[src/rtl/adder_pkg.sv]
// Shared types and sizing for the nibble-serial adder/subtractor.
package adder_pkg;

  typedef enum logic [1:0] {IDLE, RUN, DONE} state_t;

  localparam int SLICE_W = 4;
  localparam int WIDTH   = 16;
  localparam int NSLICE  = WIDTH / SLICE_W;
  localparam int CNT_W   = $clog2(NSLICE);

  // Counter width for an arbitrary operand width; never narrower than 1 bit.
  function automatic int cnt_width(input int w);
    return (w / SLICE_W > 1) ? $clog2(w / SLICE_W) : 1;
  endfunction

endpackage

[src/rtl/slice_adder4.sv]
// Combinational 4-bit ripple slice; c3 is the carry into bit 3, used for signed overflow.
module slice_adder4 (
  input  logic [3:0] a,
  input  logic [3:0] b,
  input  logic       cin,
  output logic [3:0] s,
  output logic       cout,
  output logic       c3
);

  logic [3:0] lo;
  logic [1:0] hi;

  assign lo   = {1'b0, a[2:0]} + {1'b0, b[2:0]} + {3'b000, cin};
  assign c3   = lo[3];
  assign hi   = {1'b0, a[3]} + {1'b0, b[3]} + {1'b0, c3};
  assign s    = {hi[0], lo[2:0]};
  assign cout = hi[1];

endmodule

[src/rtl/serial_addsub16.sv]
// Nibble-serial adder/subtractor: one 4-bit slice per cycle, LSB nibble first.
// Results, flags and busy/done are registered; a new request is accepted in IDLE or DONE.
module serial_addsub16
  import adder_pkg::*;
#(
  parameter int WIDTH = 16
) (
  input  logic             Clk,
  input  logic             Reset,
  input  logic             start,
  input  logic             sub,
  input  logic [WIDTH-1:0] A,
  input  logic [WIDTH-1:0] B,
  output logic             busy,
  output logic             done,
  output logic [WIDTH-1:0] S,
  output logic             cout,
  output logic             ovf
);

  localparam int NS = WIDTH / SLICE_W;
  localparam int CW = cnt_width(WIDTH);

  state_t               state;
  logic [WIDTH-1:0]     a_reg;
  logic [WIDTH-1:0]     b_reg;
  logic [WIDTH-1:0]     res;
  logic [WIDTH-1:0]     res_nxt;
  logic                 carry;
  logic [CW-1:0]        cnt;
  logic [SLICE_W-1:0]   sl_s;
  logic                 sl_co;
  logic                 sl_c3;

  slice_adder4 u_slice (
    .a    (a_reg[SLICE_W-1:0]),
    .b    (b_reg[SLICE_W-1:0]),
    .cin  (carry),
    .s    (sl_s),
    .cout (sl_co),
    .c3   (sl_c3)
  );

  // New slice enters at the top; after NS shifts the result is aligned.
  assign res_nxt = WIDTH'({sl_s, res} >> SLICE_W);

  always_ff @(posedge Clk) begin
    if (Reset) begin
      state <= IDLE;
      a_reg <= '0;
      b_reg <= '0;
      res   <= '0;
      carry <= 1'b0;
      cnt   <= '0;
      busy  <= 1'b0;
      done  <= 1'b0;
      S     <= '0;
      cout  <= 1'b0;
      ovf   <= 1'b0;
    end else begin
      done <= 1'b0;
      case (state)
        IDLE, DONE: begin
          if (start) begin
            // Subtraction as A + ~B + 1: the +1 rides in on the initial carry.
            a_reg <= A;
            b_reg <= sub ? ~B : B;
            carry <= sub;
            cnt   <= '0;
            busy  <= 1'b1;
            state <= RUN;
          end else begin
            state <= IDLE;
          end
        end
        RUN: begin
          a_reg <= a_reg >> SLICE_W;
          b_reg <= b_reg >> SLICE_W;
          res   <= res_nxt;
          carry <= sl_co;
          cnt   <= cnt + CW'(1);
          if (cnt == CW'(NS - 1)) begin
            S     <= res_nxt;
            cout  <= sl_co;
            ovf   <= sl_c3 ^ sl_co;
            busy  <= 1'b0;
            done  <= 1'b1;
            state <= DONE;
          end
        end
        default: state <= IDLE;
      endcase
    end
  end

endmodule
[config.mk]
export PLATFORM = sky130hd
export DESIGN_NAME = serial_addsub16
export DESIGN_NICKNAME = d
export VERILOG_FILES = /design/src/rtl/adder_pkg.sv /design/src/rtl/slice_adder4.sv /design/src/rtl/serial_addsub16.sv
export SDC_FILE = /design/constraint.sdc
export NUM_CORES = 1
export LEC_CHECK = 0
export CORE_MARGIN = 2
export CORE_UTILIZATION = 30
export CTS_BUF_LIST = sky130_fd_sc_hd__clkbuf_16
export DETAILED_ROUTE_END_ITERATION = 7
export PLACE_DENSITY = 0.54
export SYNTH_ARGS = -nofsm -noshare
export SYNTH_HDL_FRONTEND = slang
export SYNTH_HIERARCHICAL = 1
export SYNTH_SLANG_ARGS = --single-unit
export TNS_END_PERCENT = 100
[constraint.sdc]
create_clock -name Clk -period 2.3 [get_ports Clk]
set_input_delay 0.46 -clock Clk [delete_from_list [all_inputs] [get_ports Clk]]
set_output_delay 0.46 -clock Clk [all_outputs]
set_load 0.05 [all_outputs]
### After elaboration in Yosys (flattened, before gate mapping)

Index checks and enable logic that the tools add are counted.

| cells by class | value |
|---|---|
| add/subtract/negate cells | 5 |
| eq/ne operators | 5 |
| multiplexer cells | 16 |
| bitwise logic cells | 3 |
| reductions and logical operators | 7 |

Operators by type and width:

| cell | count |
|---|---|
| one-hot mux 16 bit (2 select lines) | 2 |
| two-way mux 16 bit | 3 |
| NOT 16 bit | 1 |
| one-hot mux 2 bit (2 select lines) | 2 |
| two-way mux 1 bit | 5 |
| adder 3 x 3 -> 4 bit | 1 |
| adder 4 x 1 -> 4 bit | 1 |
| == test 2 bit, second input constant | 2 |
| two-way mux 2 bit | 2 |
| != test 2 bit, second input constant | 2 |
| one-hot mux 1 bit (2 select lines) | 2 |
| AND reduction 2 bit | 2 |
| OR reduction 2 bit | 2 |
| AND reduction 3 bit | 1 |
| adder 1 x 1 -> 2 bit | 1 |
| adder 2 x 1 -> 2 bit | 1 |
| adder 2 x 1 -> 2 bit, second input constant | 1 |
| == test 2 x 1 -> 1 bit, second input constant | 1 |
| logical NOT 2 bit | 1 |
| nonzero test 2 bit | 1 |
| NOT 1 bit | 1 |
| bitwise XOR 1 bit | 1 |

| storage, ports and cells | value |
|---|---|
| register bits after elaboration | 73 |
| output and inout bits | 20 |

### Longest topological paths before layout

Gate-level depths: netlist of the first run.

| logic depth | value |
|---|---|
| depth in word-level cells | 4 |
| depth in mapped cells | 8 |
| mapped depth without buffers | 8 |

### Cells and area by module

The synthesis of the first run kept the hierarchy.

Modules (own cells, without submodules):

| module | instances | cells an instance | area an instance (sq um) | seq. area each (sq um) |
|---|---|---|---|---|
| serial_addsub16 | 1 | 324 | 2,761.4 | 1,381.3 |
| slice_adder4 | 1 | 21 | 157.7 | 0.0 |

### Worst setup path before layout of the first run

Ideal clock, no wire load.

| timing | value |
|---|---|
| kind | register to register |
| from | register a_reg[0] |
| to | register ovf |
| arrival | 1.821 ns |
| data required time | 2.221 ns |
| setup slack | 0.400 ns |
| stages on the path, launching flop included | 9 |
| cell sequence | dfxtp_1 inv_1 fa_1 nand3b_1 and2_1 fa_1 inv_1 xnor2_1 a211oi_2 |

| between the ends | value |
|---|---|
| cells in the longest elaborated chain, start to end | 4 |

Ends and longest elaborated chain:

| element | RTL line | source |
|---|---|---|
| from (decl) | serial_addsub16.sv:25 | `logic [WIDTH-1:0] a_reg;` |
| from (signal assigned) | serial_addsub16.sv:77 | `a_reg <= a_reg >> SLICE_W;` |
| adder 3 x 3 -> 4 bit | slice_adder4.sv:14 | `assign lo = {1'b0, a[2:0]} + {1'b0, b[2:0]} + {3'b000, cin};` |
| adder 4 x 1 -> 4 bit | slice_adder4.sv:14 |  |
| adder 2 x 1 -> 2 bit | slice_adder4.sv:16 | `assign hi = {1'b0, a[3]} + {1'b0, b[3]} + {1'b0, c3};` |
| named net sl_co | serial_addsub16.sv:32 | `logic sl_co;` |
| bitwise XOR 1 bit | serial_addsub16.sv:85 | `ovf <= sl_c3 ^ sl_co;` |
| to (signal assigned) | serial_addsub16.sv:85 |  |
| to (decl) | serial_addsub16.sv:18 | `output logic ovf` |

The timed path passes the listed nets, and every way through them passes these cells.
A chain may end at the register's enable or synchronous reset.

### Worst setup path after layout of the first run

Ends and elaborated chain as after synthesis.

==> flow_summary.json, run 1 <==
{
  "period_minus_slack_ps": 2020,
  "ctsHoldBuffers": 0,
  "slew_headroom_pct": 54.5,
  "finalMaxSlewViolations": 0,
  "seq_area_frac_synth_pct": 47.3,
  "synth.cell_area_um2": 2920,
  "syn_nets": 387,
  "die_h_um": 103,
  "numCtsBuffers": 9,
  "period_share_pct": 88.0,
  "cts_tree": "done",
  "dr.pass1.iters": 4,
  "p_per_area_nw_per_um2": 814,
  "min_path_type": "flip-flop to flip-flop",
  "gp_congestion": 0.673,
  "async_flop_share_pct": 0,
  "antenna_found_initial": 0,
  "p_int_w": 0.00246,
  "power.share.sequential_pct": 40.4,
  "post_cts_resized": 0,
  "cp_num_buf_inv": 2,
  "antenna_cells": 0,
  "swShare_pct": 22.6,
  "rows": 36,
  "htreeDepth": 3,
  "cts_max_path_buffers": 2,
  "syn2layout_area_growth_pct": 33.5,
  "postSynthAreaPerCell_um2": 8.46,
  "postCtsSetupBuffers": 0,
  "portBuffers": 55,
  "crit_type": "flip-flop to flip-flop",
  "grtUsageTotal_pct": 13.9,
  "tightestPinTransition_ps": 683,
  "io_pins": 56,
  "power_leakage_nw": 1.38,
  "ys.flop_type": "dfxtp_1",
  "setup_tns_ps": 0,
  "ys_warn_count": 6,
  "fin_worst_skew_ps": 4.53,
  "root_buffer": "clkbuf_16",
  "grt_pass1_vias": 2370,
  "power_switching_w": 0.000716,
  "die_w_um": 103,
  "synth_edf_count": 0,
  "path_max_fanout": 3,
  "cts.sinks": 69,
  "cpMaxStageDelayCell": "fa_1",
  "fmax_ghz": 0.494,
  "drc_errors": 0,
  "crit_required_ps": 2480,
  "path_cells": "inv_1, fa_1, nand3b_1, and2_1, fa_1, inv_1, xnor2_1, a211oi_2",
  "end_kind": "flip-flop",
  "final_common_cell": "dfxtp_1",
  "final-setup-viol-count": 0,
  "worst_skew_pair.late_latency_ps": 330,
  "drt_iter0_drc": 131,
  "worst_setup_path_start_kind": "flip-flop",
  "netlist-cell-type-count": 24,
  "wl_per_cell_um": 12.4,
  "path_clk_slew_ps": 60,
  "rsz0062_at_grt": "false",
  "dp_hpwl_mm": 4.36,
  "final_core_util_pct": 40.6,
  "ant_nets": 0,
  "ys_ff_latch": 69,
  "vias": 2456,
  "viasPerCell": 4.65,
  "drv_cap": 0,
  "finalWirelength_mm": 6.56,
  "start_util_pct": 30.4,
  "grt_max_degree": 33,
  "grt_pass1_wl_mm": 11.2,
  "fill_cells": 1013,
  "report.final.hold_viol_count": 0,
  "dieArea_um2": 10500,
  "max_stage_delay_ps": 460,
  "vdd_drop_max_mv": 0.328,
  "status": "completed",
  "core_um2": 9590,
  "layout_common_cells": "dfxtp_1 (69), nand2_1 (68), a21oi_1 (66)",
  "synth_cells": 345,
  "clkPwrFrac_pct": 49.1,
  "cp.arrival_ps": 2200,
  "combPwrFrac_pct": 10.5,
  "drive_above_1_share_pct": 7.34,
  "cp_top_family": "adder cells",
  "gr-total-overflow": 0,
  "final_net_count": 432
}
==> power by group through the flow <==
stage               Sequential (W)  Combinational, W  Clock, W
global placement           0.00131          0.000333         0
detailed placement         0.00131          0.000337         0
global route               0.00129          0.000374   0.00165
CTS                        0.00128          0.000338   0.00160
floorplan                  0.00130          0.000219         0
finish                     0.00128          0.000333   0.00156
==> Yosys cell counts (2+ instances only) <==
library cell	number	share of area [%]
dfxtp_1	69	47
nand2_1	68	8.7
a21oi_1	66	11
nand3_1	35	6.0
a22oi_1	25	6.4
xor2_1	16	4.8
inv_1	11	1.4
buf_2	9	1.5
clkbuf_1	9	1.2
buf_4	7	1.8
buf_6	5	1.9
nor2_1	5	0.64
fa_1	3	2.1
ha_1	3	1.3
nand2b_1	3	0.64
nand3b_1	2	0.51
xnor2_1	2	0.60
==> through the flow <==
| step | std cells | hold slack [ps] | instance area [um^2] | setup WS, ps | total power [W] |
|---|---|---|---|---|---|
| after floorplan | 345 | 432 | 2920 | 400 | 0.00152 |
| after global placement | 512 | 444 | 3560 | 327 | 0.00164 |
| after detailed placement | 512 | 445 | 3560 | 297 | 0.00165 |
| after CTS | 528 | 451 | 3900 | 278 | 0.00322 |
| after global routing | 528 | 476 | 3900 | 114 | 0.00331 |
| final | 528 | 446 | 3900 | 277 | 0.00317 |
==> worst min-delay path, cell delays in order (launching register included) <==
cell and delay (ps):
dfxtp_1 300, nand2_1 50, a21oi_1 50
==> worst paths after layout <==
check | slack, ps | startpoint | cells after the start | to
max reg2reg | 280 | a_reg[0] | 8 | ovf
min | 450 | res[7] | 2 | S[3]
min reg2reg | 450 | res[7] | 2 | S[3]
max | 280 | a_reg[0] | 8 | ovf
==> logic make-up (layout without fill, tap and decap cells) <==
logic type / Yosys count / in the layout / share of synthesized area (%)
buf+inv: 42 / 92 / 7.97
fa+ha+maj: 6 / 6 / 3.34
compound gates: 93 / 93 / 18.4
simple gates: 117 / 117 / 17.5
flops: 69 / 69 / 47.3
xor+xnor: 18 / 18 / 5.40
==> metal layers <==
metal / global-route usage, % / share of wire [%]
met4: 4.62 / 1.4
met2: 22.0 / 46
met1: 17.6 / 48
met5: 0 / 0
met3: 4.81 / 4.9
==> area by class of cell <==
type | count | area (um^2) | area share [%]
Sequential cell | 69 | 1380 | 35.4
Multi-Input combinational cell | 234 | 1310 | 33.6
Timing Repair Buffer | 65 | 658 | 16.9
Clock buffer | 9 | 225 | 5.78
Tap cell | 133 | 166 | 4.27
Clock inverter | 7 | 115 | 2.95
Inverter | 11 | 41.3 | 1.06
Power figures use the tool's default switching activity.
==> run 2, diff against run 1 <==
- CORE_UTILIZATION: 30 -> 51
- PLACE_DENSITY: 0.54 -> 0.82
==> flow_summary.json, run 2 (synthesized netlist as in run 1, its figures left out) <==
{
  "crit_type": "flip-flop to flip-flop",
  "finalMaxSlewViolations": 0,
  "cpMaxStageDelayCell": "fa_1",
  "start_util_pct": 53.0,
  "worstHoldStart": "S[0]",
  "htreeDepth": 3,
  "fmax_ghz": 0.486,
  "cp.arrival_ps": 2300,
  "stdcell_count": 468,
  "hold-path-cell-count": 2,
  "power_leakage_nw": 1.37,
  "fin_worst_skew_ps": 4.11,
  "path_cells": "inv_1, fa_1, nand3b_1, and2_1, fa_1, inv_1, xnor2_1, a211oi_2",
  "path_clk_slew_ps": 50,
  "dr.pass1.iters": 4,
  "ant_nets": 0,
  "final_common_cell": "dfxtp_1",
  "path_max_fanout": 3,
  "grtUsageTotal_pct": 21.6,
  "setup_tns_ps": 0,
  "p_per_area_nw_per_um2": 798,
  "dieArea_um2": 6340,
  "grt_max_degree": 36,
  "viasPerCell": 5.34,
  "cts_tree": "done",
  "grt_pass1_wl_mm": 10.8,
  "vias": 2497,
  "antenna_found_initial": 0,
  "io_pins": 56,
  "r2r_cells": 8,
  "period_share_pct": 89.4,
  "max_stage_delay_ps": 460,
  "grt_pass1_vias": 2389,
  "worst_setup_path_start_kind": "flip-flop",
  "vdd_drop_max_mv": 0.674,
  "die_h_um": 79.7,
  "r2r_slack_ps": 240,
  "report.final.hold_viol_count": 0,
  "min_path_type": "flip-flop to flip-flop",
  "min_to": "S[0]",
  "finalWirelength_mm": 6.27,
  "drc_errors": 0,
  "core_um2": 5510,
  "final-setup-viol-count": 0,
  "r2r-end": "ovf",
  "numCtsBuffers": 9,
  "portBuffers": 55,
  "postCtsSetupBuffers": 0,
  "period_minus_slack_ps": 2060,
  "gr-total-overflow": 0,
  "cts.sinks": 69,
  "die_w_um": 79.7,
  "drive_above_1_share_pct": 6.57,
  "dp_hpwl_mm": 4.14,
  "cts_max_path_buffers": 2,
  "dp_cells": 452,
  "status": "completed",
  "post_cts_resized": 0,
  "ctsHoldBuffers": 0,
  "tightestPinTransition_ps": 686,
  "final_net_count": 433,
  "layout_common_cells": "dfxtp_1 (69), nand2_1 (68), a21oi_1 (66)",
  "syn2layout_area_growth_pct": 29.5,
  "drv_cap": 0,
  "gp_congestion": 0.792,
  "worstReg2RegStart": "a_reg[0]",
  "rows": 27,
  "root_buffer": "clkbuf_16",
  "end_kind": "flip-flop",
  "crit_required_ps": 2540,
  "drt_iter0_drc": 149,
  "wl_per_cell_um": 13.4,
  "rsz0062_at_grt": "false",
  "fill_cells": 436,
  "slew_headroom_pct": 54.3,
  "worst_skew_pair.late_latency_ps": 320,
  "antenna_cells": 0
}
run 2: cell types whose count changed in the layout (fill, tap and decap cells not counted):
cell,before,now
clkinv_2,1,0
buf_12,3,2
inv_1,12,13
bufinv_16,3,2
clkinv_4,1,0
nand2b_2,1,0
nand2b_1,2,3
buf_4,7,9
clkinv_1,0,2
run 2: metrics by stage:
stage	hold WS (ps)	cell area, um^2	util [%]	total power [W]	setup WS (ps)
after global routing	463	3780	68.7	0.00314	125
after floorplan	432	2920	-	0.00152	400
after global placement	442	3470	63.1	0.00162	341
after CTS	453	3780	68.7	0.00303	237
final	450	3780	68.7	0.00302	243
after detailed placement	446	3470	63.1	0.00164	265
run 2: layer usage:
layer	track usage, %	vias up	wire (um)
met5	0	-	0
met4	6.03	0	23
met3	8.03	4	380
met2	36.1	63	3180
met1	26.2	1175	2680
li1	-	1255	-
run 2: worst max-delay path, delay by kind of cell, from the launching register on:
| kind | cells | cell delay [ps] |
|---|---|---|
| buffers and inverters | 2 | 170 |
| AOI/OAI and AO/OA | 1 | 220 |
| adders and majority gates | 2 | 810 |
| DFF | 1 | 330 |
| and+or+nand+nor | 2 | 350 |
| xor gates and xnor gates | 1 | 100 |
run 2: worst max path at each step:
stage	start	to	depth (start not counted)
2_1_floorplan	a_reg[0]	ovf	8
3_3_place_gp	a_reg[0]	ovf	8
3_5_place_dp	a_reg[0]	ovf	8
4_1_cts	a_reg[0]	ovf	8
5_1_grt	a_reg[0]	ovf	8
6_report	a_reg[0]	ovf	8
run 2: layout make-up:
cell class / instances / area (um^2) / area share [%]
tap: 72 / 90.1 / 2.38
clock inverter: 7 / 82.6 / 2.18
timing repair buffer: 66 / 653 / 17.3
clock buffer: 9 / 225 / 5.96
multi-input combinational: 234 / 1310 / 34.6
inverter: 11 / 41.3 / 1.09
sequential: 69 / 1380 / 36.5
run 2: power breakdown:
part / switching [W] / total (W) / internal (W)
sequential: 0.0000329 / 0.00128 / 0.00125
combinational: 0.000180 / 0.000332 / 0.000152
clock: 0.000470 / 0.00140 / 0.000932
total: 0.000683 / 0.00302 / 0.00234
